`src/rtl/lfsr_checker_sat_counter.sv`:
```
// Saturating up-counter with synchronous clear; a clear coincident with an
// increment leaves the counter at 1 so that event is not lost.
module sat_counter #(
    parameter int CNT_W = 16
) (
    input  logic             clk,
    input  logic             set,
    input  logic             i_inc,
    input  logic             i_clr,
    output logic [CNT_W-1:0] o_cnt
);
    logic [CNT_W-1:0] r_cnt;

    // Count events, sticking at all-ones.
    always_ff @(posedge clk) begin
        if (set)
            r_cnt <= '0;
        else if (i_clr)
            r_cnt <= i_inc ? CNT_W'(1) : '0;
        else if (i_inc && r_cnt != {CNT_W{1'b1}})
            r_cnt <= r_cnt + CNT_W'(1);
    end

    assign o_cnt = r_cnt;
endmodule

```
`config.mk`:
```
export PLATFORM = sky130hd
export DESIGN_NAME = sat_counter
export DESIGN_NICKNAME = d
export VERILOG_FILES = /design/src/rtl/lfsr_checker_sat_counter.sv
export SDC_FILE = /design/constraint.sdc
export NUM_CORES = 1
export LEC_CHECK = 0
export ABC_AREA = 1
export ABC_CLOCK_PERIOD_IN_PS = 4200
export BUFFER_PORTS_ARGS = -buffer_cell sky130_fd_sc_hd__buf_2
export CAP_MARGIN = 10
export CORE_AREA = 2 2 59 50
export CTS_CLUSTER_SIZE = 28
export DETAILED_ROUTE_END_ITERATION = 7
export DIE_AREA = 0 0 61 52
export GPL_TIMING_DRIVEN = 0
export SETUP_SLACK_MARGIN = 0.15
export SKIP_LAST_GASP = 1
export SLEW_MARGIN = 20
export SYNTH_ARGS = -nofsm -noshare
export SYNTH_HDL_FRONTEND = slang
export SYNTH_SLANG_ARGS = --single-unit
```
`constraint.sdc`:
```
create_clock -name clk -period 4.2 [get_ports clk]
set_input_delay 0.42 -clock clk [delete_from_list [all_inputs] [get_ports clk]]
set_output_delay 0.42 -clock clk [all_outputs]
set_load 0.005 [all_outputs]
```
==> impl_metrics.yaml, run 1 <==
setup_path:
  critical_path_peak_fanout: 10
  regToRegEndpoint: "o_cnt[13]$_SDFFE_PP0P_"
  timing.critical_path.arrival_ns: 1.92
  cp.required_ns: 4.39
  timing.reg2reg.setup_slack_ns: 2.46
  timing.critical_path.from_type: "flip-flop"
  r2r-start: "o_cnt[0]$_SDFFE_PP0P_"
  criticalPathCategory: "flip-flop to flip-flop"
  worst_r2r_path_depth: 8
  endpoint_kind: "flip-flop"
clock_network:
  maximum_root_to_sink_buffer_count: 2
  cts.reportedPaths.clkPinSlew_ns: 0.09
  ctsResizeCount: 0
  cts.root.buffer_cell: "sky130_fd_sc_hd__clkbuf_4"
  cts_setup_buffers: 0
  cts_num_sinks: 16
  cts_bufs_inserted: 3
  tritoncts: "done"
  post_cts_hold_buffer_count: 0
  source_to_sink_clock_delay_at_the_later_pin_of_the_worst_skew_pair_ns: 0.28
  h-tree-depth: 1
yosys:
  synth.net_count: 166
  synthesis.area_per_instance_um2: 6.272
  synthDistinctLibCells: 20
  synth_warnings: 0
  synthCells: 161
  synthTopCellsByArea: "sky130_fd_sc_hd__dfxtp_1 32%, sky130_fd_sc_hd__nand2_1 16%, sky130_fd_sc_hd__nand3_1 9.9%"
  ys_ff_latch: 16
  netlist.area_leader.share_pct: 31.72
  post-synth-top-area-cell: "sky130_fd_sc_hd__dfxtp_1"
  synth_sequential_area_ratio_pct: 31.72
  syn_area_mm2: 0.001010
timing:
  worst_pin_slew_ns: 0.6171
  final_min_period_ns: 1.735
  timing.slew.headroom_pct: 58.71
  count_of_final_hold_check_violations: 0
  fin_hold_ws_ns: 0.4639
  rsz_0062_raised_after_global_routing: "false"
  clock_skew_ns: 0.001766
  final-max-slew-violation-count: 0
  tns_ns: 0
  period_share_pct: 41.32
  report.final.setup_viol: 0
  max_freq_mhz: 576.3
cells_and_area:
  n_antenna_cell: 0
  post_route_cells_drive_above_1_share_pct: 17.03
  multi_input_comb_area_um2: 595.6
  mostFrequentLayoutCells: "43 x sky130_fd_sc_hd__nand2_1, 26 x sky130_fd_sc_hd__nor2_1, 20 x sky130_fd_sc_hd__inv_1, 20 x sky130_fd_sc_hd__nand3_1, 18 x sky130_fd_sc_hd__buf_2"
  area_delta_synth_final_pct: 15.86
  mostFrequentLayoutCell: "sky130_fd_sc_hd__nand2_1"
  fillerInstances: 313
  largest_reg_flops: 16
  design.final.nets: 189
  fin_area_mm2: 0.001170
  area.sequential_um2: 320.3
route:
  viasPerCell: 4.745
  ant_nets: 0
  first_iter_violations: 37
  postRouteWirelength_um: 2381
  drt_pre_antenna_iters: 4
  drc: 0
  avgRoutedWirePerCell_um: 10.82
  vias: 1044
place:
  dp.final_hpwl_um: 1845
  place_congestion: 0.8406
  dpl_cell_area_mm2: 0.001147
  port-buffer-count: 18
hold_path:
  hold_path_startpoint: "set"
  worst_hold_path_type: "input pin to flip-flop"
  min_to: "o_cnt[6]$_SDFFE_PP0P_"
  hold_depth: 2
floorplan:
  floorplan.initialDensity_pct: 38.59
  fp.dieH_um: 52
  floorplan.io_pins: 20
  die_x_um: 61
  num_rows: 17
  die_area_mm2: 0.003172
  core_mm2: 0.002616
global_routing:
  grt_start_max_net_pins: 11
  grt_antenna_before_repair: 0
  global_route_congestion_overflow_total: 0
  groute.usage.overall_pct: 17.78
  grt_pass1_vias: 922
  grt_pass1_wl_um: 4119
pwr:
  leakage_nw: 0.5120
  power_per_cell_area_mw_per_mm2: 230.5
  ir_drop_mv: 0.1306
flow_run:
  max_cap_viol_count: 0
outcome:
  status: "finished clean"
## critical path: stages, from the launching register on
cell                      delay [ns]
sky130_fd_sc_hd__dfxtp_1        0.41
sky130_fd_sc_hd__ha_1           0.26
sky130_fd_sc_hd__nand2_2        0.09
sky130_fd_sc_hd__nor2_4         0.14
sky130_fd_sc_hd__nand2_4        0.09
sky130_fd_sc_hd__o21ai_4        0.31
sky130_fd_sc_hd__nand2_4        0.16
sky130_fd_sc_hd__nor2_1         0.12
sky130_fd_sc_hd__nor2_1         0.05
## Yosys cell counts
cell type and count:
sky130_fd_sc_hd__a21oi_1 10, sky130_fd_sc_hd__buf_1 1, sky130_fd_sc_hd__buf_6 1, sky130_fd_sc_hd__clkbuf_1 1, sky130_fd_sc_hd__dfxtp_1 16, sky130_fd_sc_hd__ha_1 1
sky130_fd_sc_hd__inv_1 20, sky130_fd_sc_hd__nand2_1 43, sky130_fd_sc_hd__nand2_2 3, sky130_fd_sc_hd__nand2_4 2, sky130_fd_sc_hd__nand3_1 20, sky130_fd_sc_hd__nand3b_1 1
sky130_fd_sc_hd__nand4_1 4, sky130_fd_sc_hd__nor2_1 26, sky130_fd_sc_hd__nor2_2 1, sky130_fd_sc_hd__nor2_4 2, sky130_fd_sc_hd__nor3_1 1, sky130_fd_sc_hd__o21ai_0 3
sky130_fd_sc_hd__o21ai_4 1, sky130_fd_sc_hd__xor2_1 4
## final cells by class
class	count	area share, %
multi-input combinational	122	50.91
sequential	16	27.38
timing repair buffer	18	7.701
inverter	20	6.417
tap	38	4.064
clock buffer	3	1.925
buffer	3	1.604
## metal layers
metal	share of wire [%]	GRT usage (%)	up-vias
met2	45	25.81	23
met5	0	0	-
met1	49	24.66	465
li1	-	-	554
met3	5.8	6.219	2
met4	0.71	5.072	0
## how the worst max path moves through the flow
| stage | start | to | slack [ns] | cells after the start |
|---|---|---|---|---|
| 3_3_place_gp | o_cnt[0]$_SDFFE_PP0P_ | o_cnt[13]$_SDFFE_PP0P_ | 2.46 | 8 |
| 2_1_floorplan | o_cnt[0]$_SDFFE_PP0P_ | o_cnt[13]$_SDFFE_PP0P_ | 2.68 | 8 |
| 4_1_cts | o_cnt[0]$_SDFFE_PP0P_ | o_cnt[13]$_SDFFE_PP0P_ | 2.44 | 8 |
| 5_1_grt | o_cnt[0]$_SDFFE_PP0P_ | o_cnt[14]$_SDFFE_PP0P_ | 2.28 | 9 |
| 6_report | o_cnt[0]$_SDFFE_PP0P_ | o_cnt[13]$_SDFFE_PP0P_ | 2.46 | 8 |
| 3_5_place_dp | o_cnt[0]$_SDFFE_PP0P_ | o_cnt[13]$_SDFFE_PP0P_ | 2.47 | 8 |
## through the flow
stage	utilization (%)	total power, W	instances	worst slack, ns
3_5_place_dp	43.85	0.0001937	217	2.467
5_1_grt	44.72	0.0002856	220	2.280
6_report	44.72	0.0002696	220	2.465
4_1_cts	44.72	0.0002753	220	2.443
3_3_place_gp	43.85	0.0001931	217	2.464
2_1_floorplan	-	0.0001825	161	2.683
## cells by family after synthesis
| group | after synthesis | synth area share, % |
|---|---|---|
| flip-flops | 16 | 31.72 |
| adder cells (fa/ha/maj) | 1 | 1.239 |
| AND/OR/NAND/NOR | 103 | 46.22 |
| AO/OA/AOI/OAI | 14 | 8.055 |
| XOR/XNOR | 4 | 3.469 |
| buffers and inverters | 23 | 9.293 |
## report_power, final
| part | switching, W | total (W) | internal [W] |
|---|---|---|---|
| Combinational | 0.0000197 | 0.0000308 | 0.0000111 |
| Clock | 0.0000470 | 0.0000803 | 0.0000333 |
| Sequential | 0.00000388 | 0.000159 | 0.000155 |
Power figures use the tool's default switching activity.
==> inputs of run 2 (changes only) <==
--- a/config.mk
+++ b/config.mk
@@ -6,7 +6,7 @@
 export NUM_CORES = 1
 export LEC_CHECK = 0
 export ABC_AREA = 1
-export ABC_CLOCK_PERIOD_IN_PS = 4200
+export ABC_CLOCK_PERIOD_IN_PS = 1680
 export BUFFER_PORTS_ARGS = -buffer_cell sky130_fd_sc_hd__buf_2
 export CAP_MARGIN = 10
 export CORE_AREA = 2 2 59 50
==> constraint.sdc (replaced) <==
create_clock -name clk -period 1.68 [get_ports clk]
set_input_delay 0.168 -clock clk [delete_from_list [all_inputs] [get_ports clk]]
set_output_delay 0.168 -clock clk [all_outputs]
set_load 0.005 [all_outputs]
==> impl_metrics.yaml, run 2 (synthesis results as in run 1) <==
cells_and_area:
  largest_reg_flops: 16
  area_delta_synth_final_pct: 28.25
  mostFrequentLayoutCells: "42 x sky130_fd_sc_hd__nand2_1, 23 x sky130_fd_sc_hd__nor2_1, 20 x sky130_fd_sc_hd__inv_1, 20 x sky130_fd_sc_hd__nand3_1, 18 x sky130_fd_sc_hd__buf_2"
  design.final.nets: 197
  n_antenna_cell: 0
  post_route_cells_drive_above_1_share_pct: 29.47
  mostFrequentLayoutCell: "sky130_fd_sc_hd__nand2_1"
pwr:
  report.power.total_w: 0.0006960
  share_seq_of_total_power_pct: 57.0
  power.clock.fraction_pct: 30.2
  internal_power_w: 0.0005050
  combPwrFrac_pct: 12.8
  ir_drop_mv: 0.3407
  power_per_cell_area_mw_per_mm2: 537.5
  net-switching-power_w: 0.0001910
  leakage_nw: 0.5731
  power_switching_share_pct: 27.45
setup_path:
  critical_path.most_common_cell: "sky130_fd_sc_hd__nand2_4"
  sequence_of_cells_on_the_critical_path: "ha_4, nand2_4, nor2_4, nand2_4, o21ai_4, buf_6, nand3_1, a21oi_1"
  timing.reg2reg.setup_slack_ns: 0.18
  critical_path_peak_fanout: 6
  worst_r2r_path_depth: 8
  worstSetupStartpoint: "o_cnt[0]$_SDFFE_PP0P_"
  critical_path.slowest_cell: "sky130_fd_sc_hd__dfxtp_4"
  criticalPathCategory: "flip-flop to flip-flop"
  timing.critical_path.arrival_ns: 1.72
  crit_end: "o_cnt[2]$_SDFFE_PP0P_"
  timing.critical_path.slowest_cell_delay_ns: 0.39
  timing.critical_path.from_type: "flip-flop"
  r2r-start: "o_cnt[0]$_SDFFE_PP0P_"
  critical_path_cell_count: 8
  endpoint_kind: "flip-flop"
  cp.required_ns: 1.90
  cp_num_buf_inv: 1
  regToRegEndpoint: "o_cnt[2]$_SDFFE_PP0P_"
  crit_family: "flip-flops"
clock_network:
  h-tree-depth: 1
  post_cts_hold_buffer_count: 0
  cts.reportedPaths.clkPinSlew_ns: 0.10
  cts_num_sinks: 16
  tritoncts: "done"
  source_to_sink_clock_delay_at_the_later_pin_of_the_worst_skew_pair_ns: 0.29
  cts.root.buffer_cell: "sky130_fd_sc_hd__clkbuf_4"
  cts_bufs_inserted: 3
  maximum_root_to_sink_buffer_count: 2
timing:
  report.final.setup_viol: 0
  worst_pin_slew_ns: 0.6452
  fin_hold_ws_ns: 0.2167
  timing.slew.headroom_pct: 56.83
  clock_skew_ns: 0.001101
  count_of_final_hold_check_violations: 0
  period_share_pct: 89.19
  final-max-slew-violation-count: 0
  rsz_0062_raised_after_global_routing: "true"
  max_freq_mhz: 667.4
  final_min_period_ns: 1.498
place:
  place_congestion: 0.8406
  dp.final_hpwl_um: 1845
  port-buffer-count: 18
global_routing:
  global_route_congestion_overflow_total: 0
  groute.usage.overall_pct: 18.04
  grt_pass1_wl_um: 4181
  grt_antenna_before_repair: 0
  grt_pass1_vias: 943
  grt_start_max_net_pins: 11
floorplan:
  die_x_um: 61
  die_area_mm2: 0.003172
  floorplan.io_pins: 20
  floorplan.initialDensity_pct: 38.59
  core_mm2: 0.002616
  fp.dieH_um: 52
  num_rows: 17
route:
  first_iter_violations: 34
  postRouteWirelength_um: 2554
  ant_nets: 0
  drt_pre_antenna_iters: 4
  avgRoutedWirePerCell_um: 11.20
  vias: 1085
  viasPerCell: 4.759
  drc: 0
hold_path:
  worst_hold_path_type: "input pin to flip-flop"
outcome:
  status: "finished clean"
flow_run:
  max_cap_viol_count: 0
[run 2: power groups by stage]
stage | Combinational [W] | Sequential, W | Clock (W)
2_1_floorplan | 0.0000519 | 0.000404 | 0
3_3_place_gp | 0.0000775 | 0.000405 | 0
3_5_place_dp | 0.0000787 | 0.000405 | 0
4_1_cts | 0.0000841 | 0.000398 | 0.000213
5_1_grt | 0.000103 | 0.000398 | 0.000225
6_report | 0.0000888 | 0.000397 | 0.000210
[run 2: worst register-to-register path, delay by kind of cell, from the launching register on]
family / cells / cell delay, ns
flip-flops: 1 / 0.39
AND/OR/NAND/NOR: 4 / 0.34
AO/OA/AOI/OAI: 2 / 0.39
buffers and inverters: 1 / 0.15
adder cells (fa/ha/maj): 1 / 0.16
[run 2: layout make-up]
class | count | area (µm²)
buffer | 3 | 18.77
sequential | 16 | 337.8
fill | 304 | 1321
multi-input combinational | 122 | 635.6
timing repair buffer | 26 | 157.7
inverter | 20 | 75.07
tap | 38 | 47.55
clock buffer | 3 | 22.52
[run 2: how the worst min path moves through the flow]
stage                                       end   from  slack, ns  depth (start not counted)
after floorplan           o_cnt[4]$_SDFFE_PP0P_  i_clr       0.34                          3
after global placement    o_cnt[0]$_SDFFE_PP0P_    set       0.50                          2
after detailed placement  o_cnt[4]$_SDFFE_PP0P_  i_clr       0.51                          4
after CTS                 o_cnt[4]$_SDFFE_PP0P_  i_clr       0.20                          4
after global routing      o_cnt[4]$_SDFFE_PP0P_  i_clr       0.25                          4
final                     o_cnt[4]$_SDFFE_PP0P_  i_clr       0.22                          4
[run 2: layer usage]
layer / part of all wire, % / up-vias / global-route usage (%) / wire [µm]
met5: 0 / - / 0 / 0
met4: 0.67 / 0 / 5.072 / 17
met3: 4.2 / 2 / 6.219 / 106
met2: 45 / 15 / 26.16 / 1151
met1: 50 / 500 / 25.11 / 1278
li1: - / 568 / - / -
[run 2: per-stage QoR]
stage | setup slack [ns] | cells | TNS (ns) | utilization [%] | area (µm²)
detailed placement | -0.05298 | 217 | -0.3679 | 43.85 | 1147
global placement | -0.05576 | 217 | -0.4055 | 43.85 | 1147
floorplan | 0.1628 | 161 | 0 | - | 1010
CTS | 0.1554 | 223 | 0 | 46.34 | 1212
global route | 0.09914 | 228 | 0 | 49.50 | 1295
finish | 0.1817 | 228 | 0 | 49.50 | 1295
[run 2: what timing repair did]
action,CTS,global route
resized for setup,6,18
pin swaps,2,10
setup endpoints to repair,16,16
setup buffers,3,5
==> inputs of run 3 (changes only) <==
--- a/config.mk
+++ b/config.mk
@@ -14,6 +14,7 @@
 export DETAILED_ROUTE_END_ITERATION = 7
 export DIE_AREA = 0 0 61 52
 export GPL_TIMING_DRIVEN = 0
+export PLACE_DENSITY = 0.7
 export SETUP_SLACK_MARGIN = 0.15
 export SKIP_LAST_GASP = 1
 export SLEW_MARGIN = 20
==> impl_metrics.yaml, run 3 (synthesis results as in run 1) <==
timing:
  final-max-slew-violation-count: 0
  period_share_pct: 90.73
  rsz_0062_raised_after_global_routing: "true"
  report.final.setup_viol: 0
  worst_pin_slew_ns: 0.6820
  count_of_final_hold_check_violations: 0
  fin_hold_ws_ns: 0.1823
  crit_path_setup_slack_layout_ns: 0.1558
  clock_skew_ns: 0.01031
  final_min_period_ns: 1.524
  timing.slew.headroom_pct: 54.37
  max_freq_mhz: 656.1
global_routing:
  global_route_congestion_overflow_total: 0
  groute.usage.overall_pct: 17.03
  grt_antenna_before_repair: 0
  grt_pass1_wl_um: 3912
  grt_pass1_vias: 895
  grt_start_max_net_pins: 11
pwr:
  report.power.total_w: 0.0007094
  power.clock.fraction_pct: 29.3
  ir_drop_mv: 0.3840
  power_per_cell_area_mw_per_mm2: 533.3
  combPwrFrac_pct: 14.8
  internal_power_w: 0.0005141
  leakage_nw: 0.5923
  share_seq_of_total_power_pct: 55.9
  net-switching-power_w: 0.0001953
  power_switching_share_pct: 27.53
setup_path:
  regToRegEndpoint: "o_cnt[9]$_SDFFE_PP0P_"
  timing.reg2reg.setup_slack_ns: 0.16
  timing.critical_path.arrival_ns: 1.72
  r2r-start: "o_cnt[0]$_SDFFE_PP0P_"
  endpoint_kind: "flip-flop"
  criticalPathCategory: "flip-flop to flip-flop"
  timing.critical_path.from_type: "flip-flop"
  cp.required_ns: 1.87
  critical_path_peak_fanout: 6
  worst_r2r_path_depth: 10
clock_network:
  tritoncts: "done"
  post_cts_hold_buffer_count: 0
  maximum_root_to_sink_buffer_count: 2
  cts_bufs_inserted: 3
  source_to_sink_clock_delay_at_the_later_pin_of_the_worst_skew_pair_ns: 0.30
  cts_num_sinks: 16
  h-tree-depth: 1
  cts.reportedPaths.clkPinSlew_ns: 0.10
  cts.root.buffer_cell: "sky130_fd_sc_hd__clkbuf_4"
place:
  dpl_cell_area_mm2: 0.001147
  port-buffer-count: 18
  dp.final_hpwl_um: 1687
  place_congestion: 0.7826
  detailedPlace.worstSlack_ns: -0.07163
cells_and_area:
  area.sequential_um2: 334.1
  mostFrequentLayoutCells: "42 x sky130_fd_sc_hd__nand2_1, 24 x sky130_fd_sc_hd__nor2_1, 20 x sky130_fd_sc_hd__inv_1"
  design.final.nets: 199
  multi_input_comb_area_um2: 650.6
  fillerInstances: 265
  post_route_cells_drive_above_1_share_pct: 29.17
  largest_reg_flops: 16
  n_antenna_cell: 0
  fin_area_mm2: 0.001330
  finalCoreUtilization_pct: 50.84
  area_delta_synth_final_pct: 31.72
  mostFrequentLayoutCell: "sky130_fd_sc_hd__nand2_1"
floorplan:
  fp.dieH_um: 52
  die_x_um: 61
  floorplan.initialDensity_pct: 38.59
  num_rows: 17
  core_mm2: 0.002616
  die_area_mm2: 0.003172
  floorplan.io_pins: 20
route:
  drt_pre_antenna_iters: 4
  viasPerCell: 4.665
  avgRoutedWirePerCell_um: 10.86
  postRouteWirelength_um: 2498
  drc: 0
  vias: 1073
  first_iter_violations: 24
  ant_nets: 0
flow_run:
  max_cap_viol_count: 0
outcome:
  status: "finished clean"
hold_path:
  min_to: "o_cnt[4]$_SDFFE_PP0P_"
  hold_depth: 4
  hold_path_startpoint: "i_clr"
  worst_hold_path_type: "input pin to flip-flop"
[run 3: layer usage]
layer / share of wire (%) / vias to the layer above / track usage (%) / wire (µm)
met5: 0 / - / 0 / 0
met4: 1.2 / 0 / 4.348 / 29
met3: 4.0 / 4 / 5.224 / 101
met2: 44 / 22 / 26.70 / 1111
met1: 50 / 472 / 22.61 / 1256
li1: - / 575 / - / -
[run 3: critical path, stage by stage, from the launching register on]
cell and delay [ns]:
sky130_fd_sc_hd__dfxtp_4 0.39, sky130_fd_sc_hd__ha_4 0.16, sky130_fd_sc_hd__nand2_4 0.05, sky130_fd_sc_hd__nor2_4 0.12, sky130_fd_sc_hd__nand2_4 0.09, sky130_fd_sc_hd__o21ai_4 0.18
sky130_fd_sc_hd__buf_12 0.15, sky130_fd_sc_hd__buf_6 0.12, sky130_fd_sc_hd__nand3_2 0.06, sky130_fd_sc_hd__nand2_1 0.07, sky130_fd_sc_hd__nor2_1 0.04
[run 3: what timing repair did]
action | 4_1_cts | 5_1_grt
buffers inserted | 5 | 4
gates resized for setup | 7 | 16
gates cloned | 0 | 1
pin swaps | 2 | 10
setup endpoints to repair | 16 | 16
[run 3: area by class of cell]
cell class	count	share of cell area [%]
Timing Repair Buffer	27	13.64
Inverter	20	5.644
Multi-Input combinational cell	123	48.92
Buffer	3	1.411
Tap cell	38	3.575
Clock buffer	3	1.693
Sequential cell	16	25.12
[run 3: power by group through the flow]
| stage | Clock (W) | Sequential (W) | Combinational [W] |
|---|---|---|---|
| detailed placement | 0 | 0.000405 | 0.0000773 |
| global placement | 0 | 0.000406 | 0.0000767 |
| floorplan | 0 | 0.000404 | 0.0000519 |
| CTS | 0.000213 | 0.000398 | 0.0000851 |
| finish | 0.000208 | 0.000396 | 0.000105 |
| global route | 0.000225 | 0.000398 | 0.000116 |
[run 3: worst max-delay path by stage]
stage,cells after the start,end,slack [ns],from
after floorplan,8,o_cnt[13]$_SDFFE_PP0P_,0.16,o_cnt[0]$_SDFFE_PP0P_
after global placement,8,o_cnt[0]$_SDFFE_PP0P_,-0.07,o_cnt[0]$_SDFFE_PP0P_
after detailed placement,8,o_cnt[13]$_SDFFE_PP0P_,-0.07,o_cnt[0]$_SDFFE_PP0P_
after CTS,8,o_cnt[4]$_SDFFE_PP0P_,0.16,o_cnt[0]$_SDFFE_PP0P_
after global routing,9,o_cnt[6]$_SDFFE_PP0P_,0.08,o_cnt[0]$_SDFFE_PP0P_
final,10,o_cnt[9]$_SDFFE_PP0P_,0.16,o_cnt[0]$_SDFFE_PP0P_
[run 3: per-stage QoR]
step | std cells | TNS (ns)
2_1_floorplan | 161 | 0
3_3_place_gp | 217 | -0.4749
3_5_place_dp | 217 | -0.4320
4_1_cts | 225 | 0
5_1_grt | 230 | 0
6_report | 230 | 0
